**config.mk**
```make
export PLATFORM = sky130hd
export DESIGN_NAME = regfile_wb_arbiter
export DESIGN_NICKNAME = d
export VERILOG_FILES = /design/src/rtl/regfile_wb_arbiter.sv
export SDC_FILE = /design/constraint.sdc
export NUM_CORES = 1
export LEC_CHECK = 0
export CELL_PAD_IN_SITES_DETAIL_PLACEMENT = 1
export CELL_PAD_IN_SITES_GLOBAL_PLACEMENT = 2
export CORE_MARGIN = 2
export CORE_UTILIZATION = 20
export CTS_CLUSTER_SIZE = 24
export DETAILED_ROUTE_END_ITERATION = 12
export GPL_TIMING_DRIVEN = 0
export PLACE_DENSITY = 0.79
export SETUP_SLACK_MARGIN = 0.5
export SLEW_MARGIN = 20
export SYNTH_ARGS = -nofsm -noshare
export SYNTH_HDL_FRONTEND = slang
export SYNTH_SLANG_ARGS = --single-unit
```
**constraint.sdc**
```tcl
create_clock -name clk -period 1.85 [get_ports clk]
set_clock_uncertainty 0.1 [all_clocks]
set_input_delay 0.2775 -clock clk [delete_from_list [all_inputs] [get_ports clk]]
set_output_delay 0.2775 -clock clk [all_outputs]
set_load 0.02 [all_outputs]
```
**src/rtl/regfile_wb_arbiter.sv**
```systemverilog
// Two-requester arbiter for the single register-file write port: MEM has priority,
// ALU is promoted after STARVE_MAX consecutive denials; writes to x0 are accepted but dropped.
module regfile_wb_arbiter #(
    parameter int DATA_W     = 64,
    parameter int ADDR_W     = 5,
    parameter int STARVE_MAX = 3
) (
    input  logic              clk,
    input  logic              reset,
    input  logic              alu_valid,
    input  logic [ADDR_W-1:0] alu_rd,
    input  logic [DATA_W-1:0] alu_data,
    output logic              alu_ready,
    input  logic              mem_valid,
    input  logic [ADDR_W-1:0] mem_rd,
    input  logic [DATA_W-1:0] mem_data,
    output logic              mem_ready,
    output logic              rf_regwrite,
    output logic [ADDR_W-1:0] rf_rd,
    output logic [DATA_W-1:0] rf_wdata,
    output logic [1:0]        grant_src,
    output logic [3:0]        starve_cnt
);

    typedef enum logic {PRIO_MEM, PRIO_ALU} state_t;

    localparam logic [3:0] STARVE_LIM = 4'(STARVE_MAX);

    state_t            state;
    logic              alu_xfer_p0;
    logic              mem_xfer_p0;
    logic              vld_p0;
    logic              wr_en_p0;
    logic [ADDR_W-1:0] rd_p0;
    logic [DATA_W-1:0] data_p0;
    logic [3:0]        starve_nxt;

    function automatic logic [3:0] sat_inc4(input logic [3:0] v);
        return (v == 4'hF) ? v : v + 4'd1;
    endfunction

    // Ready is a function of the valids, the priority state and reset only.
    always_comb begin
        alu_ready = 1'b0;
        mem_ready = 1'b0;
        if (!reset) begin
            if (state == PRIO_ALU) begin
                alu_ready = alu_valid;
                mem_ready = mem_valid && !alu_valid;
            end else begin
                mem_ready = mem_valid;
                alu_ready = alu_valid && !mem_valid;
            end
        end
    end

    assign alu_xfer_p0 = alu_valid && alu_ready;
    assign mem_xfer_p0 = mem_valid && mem_ready;
    assign vld_p0      = alu_xfer_p0 || mem_xfer_p0;
    assign rd_p0       = alu_xfer_p0 ? alu_rd : mem_rd;
    assign data_p0     = alu_xfer_p0 ? alu_data : mem_data;
    assign wr_en_p0    = vld_p0 && (rd_p0 != '0);
    assign starve_nxt  = (!alu_valid || alu_ready) ? 4'd0 : sat_inc4(starve_cnt);

    // Stage p0 -> p1: accepted transfer becomes the registered write-port drive.
    always_ff @(posedge clk) begin
        if (reset) begin
            state       <= PRIO_MEM;
            starve_cnt  <= 4'd0;
            rf_regwrite <= 1'b0;
            grant_src   <= 2'b00;
            rf_rd       <= '0;
            rf_wdata    <= '0;
        end else begin
            starve_cnt <= starve_nxt;
            case (state)
                PRIO_MEM: if (starve_nxt >= STARVE_LIM) state <= PRIO_ALU;
                PRIO_ALU: if (alu_xfer_p0 || !alu_valid) state <= PRIO_MEM;
                default:  state <= PRIO_MEM;
            endcase
            rf_regwrite <= wr_en_p0;
            grant_src   <= !wr_en_p0 ? 2'b00 : (alu_xfer_p0 ? 2'b01 : 2'b10);
            if (vld_p0) begin
                rf_rd    <= rd_p0;
                rf_wdata <= data_p0;
            end
        end
    end

endmodule

```
==> summary.md <==
### Power
- 0.367 — sequential share of power
- 694 nW/um2 — cell area power density
- 0.281 — share of total power consumed by net switching
- 5.03 mW — power after layout
- 0.238 — fraction of power consumed by combinational cells
- 0.394 — Clk network pwr share
- 0.434 mV — worst IR drop on VDD
- 2.85 nW — Leakage Power
- 3.61 mW — cell internal power dissipation
- 1.41 mW — switching power summed over all nets

### Logic synthesis
- 508 — net count after synthesis
- dfxtp_1, a221o_1, a2111oi_0 — cell types occupying the most area after synthesis
- dfxtp_1 — biggest area consumer among synthesized cells
- 9.80 um2 — Avg Inst Size Synth
- 365 — cells after synthesis
- 29 — number of distinct library cell variants in the gate-level netlist after synthesis
- 0.431 — sequential-to-total area share from yosys stat
- 77 — FF+latch count, synth
- 0 — Yosys warning total
- 0.431 — area share of the leading cell type in the synthesized netlist
- 3580 um2 — cell area after technology mapping

### Setup path
- 1.47 ns — data required time of the critical path
- output port — capturing element type of the critical path
- dfxtp_2 — slowest library cell on the worst path
- simple AND/OR/NAND/NOR gates — cell family with the largest share of critical-path delay
- 4 — buffers and inverters on the worst path
- reg -> out — Critical Setup Path Class
- 1.54 ns — arrival time worst endpoint
- buf_6, and2b_1, or2_4, inv_8, buf_8, nor2_4, buf_6 — cells traversed along the worst timing path
- 0.32 ns — Slowest Stage Delay on Critical Path
- buf_6 — dominant cell type by count on the critical path
- 4 — Crit Path Max Fanout
- register — launching element type of the critical path

### STA
- 1.16 ns — worst slew pin tran
- 0 — Final Slew Violations
- true — setup repair after global routing missed its margin
- 0 — Hold Vio Cnt, Final
- 1.03 — Final Cycle Share
- -0.0647 ns — worst path setup slack after routing
- 0.228 — worst-case headroom to the max-slew limit
- 522 MHz — maximum operating frequency
- -0.0817 ns — aggregate negative setup slack
- 2 — total setup violations reported at the end of the flow
- 1.91 ns — min Tclk post-route
- 0.286 ns — final hold slack

### Clocking
- 0.06 ns — clock input transition at the sequential cells of the worst setup and hold paths
- done — CTS tree
- 2 — deepest clock path buffer count
- 0.34 ns — worst skew pair latency
- clkbuf_16 — CTS Root Cell
- 9 — number of buffers created by CTS
- 77 — Sinks on Clock Net
- 3 — number of levels the H-tree was split into
- 0 — # hold bufs at CTS

### Hold path
- in -> reg — worst min-delay path class

### GRT
- 0.0673 — met3 usage in global routing
- met2 — busiest grt layer
- 0.303 — met2 layer usage reported by global route
- 4567 — via count of the first global-routing pass
- 0.203 — M1 GR Usage
- 13 — maximum number of pins on one net before global-route repair
- 25.6 mm — global-route wire length before repair
- 0.176 — overall track demand over capacity in global routing
- 1 — antenna violations before repair
- 0 — global-route congestion overflow total

### Placed design
- 0.747 — RD Place Congestion
- -0.757 ns — pre-CTS worst setup slack
- 217 — Buffers on Ports
- 6050 um2 — post-placement cell area
- 12.2 mm — placed wire-length estimate

### Finish
- 1550 um2 — Reg area
- 2420 um2 — area of the multi-input gates
- 755 — Final Net Count
- 7240 um2 — final instance area
- 1924 — Fillers
- 103% — layout overhead on the synthesized area
- 0.353 — share of final-layout standard cells stronger than drive strength 1

### Routing
- 4193 — total via count in the routed design
- 0 — DRC violations left
- 4.97 — DR vias/cell
- 148 — detailed router's first-iteration violation count
- 17.5 mm — WL final
- 0 — DRT antenna net count
- 4 — first drt pass iteration count
- 20.7 um — WL/cell

### Floorplanning
- 0.205 — effective utilization at floorplan
- 48 — standard-cell rows
- 138 um — Vert. Die Dim
- 220 — I/O Pins
- 138 um — Die W
- 19000 um2 — area of the die
- 17400 um2 — core area

### Job
- 0 — max-cap viol count

### Run status
- negative setup slack — failing checks
- complete, but fails checks — run status

[power groups by stage]
stage          clock (mW)  combinational (mW)  sequential [mW]
6_report             1.98                1.20             1.85
3_3_place_gp            0                1.06             1.88
4_1_cts              2.05                1.09             1.85
5_1_grt              2.12                1.27             1.86
2_1_floorplan           0               0.275             2.02
3_5_place_dp            0                1.08             1.88
[cell usage after synthesis]
cell        n
dfxtp_1    77
inv_1      71
a221o_1    69
a2111oi_0  59
clkbuf_1   31
a2111oi_1  10
buf_6       9
nor2_1      7
buf_2       5
nor3_1      3
a211oi_1    2
a31oi_1     2
nand2b_1    2
nand3_1     2
or4_1       2
a21o_1      1
and2_1      1
and2b_1     1
ha_1        1
inv_2       1
inv_4       1
mux2i_1     1
nand2_1     1
nand4b_1    1
nor3_4      1
nor4_1      1
o21ai_0     1
or2_4       1
xnor2_1     1
[tightest hold or removal path: cells and delay by family]
kind	cells	cell delay, ns
AND/OR/NAND/NOR	3	0.29
buffers and inverters	1	0.12
[registers in the layout (all words and copies together) (netlist names)]
| signal | cells |
|---|---|
| rf_regwrite | 1 |
| rf_rd | 5 |
| grant_src | 2 |
| rf_wdata | 64 |
| starve_cnt | 4 |
| state | 1 |
[logic make-up after synthesis]
family / Yosys count / share of synthesized area
simple gates: 23 / 0.0381
flops: 77 / 0.431
buf+inv: 118 / 0.145
mux: 1 / 0.00280
compound gates: 144 / 0.377
xor+xnor: 1 / 0.00245
fa+ha+maj: 1 / 0.00350
[routing by layer]
layer / vias to the layer above / routed length [um]
li1: 1940 / -
met1: 2059 / 6910
met2: 177 / 8610
met3: 17 / 1720
met4: 0 / 230
met5: - / 0
[placed cells by master, fill, tap and decap left out, types with 2 or more instances in the layout]
cell | synthesis | final
a2111oi_0 | 59 | 2
a2111oi_1 | 10 | 6
a2111oi_2 | 0 | 23
a2111oi_4 | 0 | 38
a221o_1 | 69 | 69
buf_1 | 0 | 4
buf_12 | 0 | 5
buf_2 | 5 | 75
buf_4 | 0 | 12
buf_6 | 9 | 17
buf_8 | 0 | 4
bufinv_16 | 0 | 2
clkbuf_1 | 31 | 14
clkbuf_16 | 0 | 10
clkbuf_2 | 0 | 7
clkbuf_8 | 0 | 2
clkdlybuf4s15_2 | 0 | 3
clkdlybuf4s50_1 | 0 | 136
clkinv_2 | 0 | 2
dfxtp_1 | 77 | 73
dfxtp_2 | 0 | 4
dlymetal6s2s_1 | 0 | 2
inv_1 | 71 | 71
nand2b_1 | 2 | 2
nand3_1 | 2 | 2
nor2_1 | 7 | 3
nor2_4 | 0 | 3
nor3_1 | 3 | 2
or4_4 | 0 | 2
[cell type report]
type | count | share of cell area
multi-input combinational | 170 | 0.335
buffer | 45 | 0.0499
inverter | 73 | 0.0389
timing repair buffer | 236 | 0.279
antenna | 1 | 0.000345
sequential | 77 | 0.214
clock inverter | 4 | 0.00967
clock buffer | 12 | 0.0354
tap | 225 | 0.0389
[per-stage QoR]
stage | util | cells
2_1_floorplan | - | 365
3_3_place_gp | 0.347 | 807
3_5_place_dp | 0.347 | 807
4_1_cts | 0.385 | 837
5_1_grt | 0.416 | 843
6_report | 0.416 | 843
[worst paths after layout]
check	from	to	slack, ns	cells past startpoint
max	state	mem_ready	-0.06	7
min	mem_rd[1]	grant_src[1]	0.29	4
max reg2reg	state	rf_wdata[19]	0.03	8
min reg2reg	rf_wdata[47]	rf_wdata[47]	0.38	1
[what timing repair did]
action | in CTS | in global routing
gates cloned | 1 | 0
setup buffers | 13 | 5
resized for setup | 372 | 178
pin swaps | 7 | 13
setup endpoints to repair | 154 | 123
hold endpoints to repair | 0 | 0
Power figures use the tool's default switching activity.
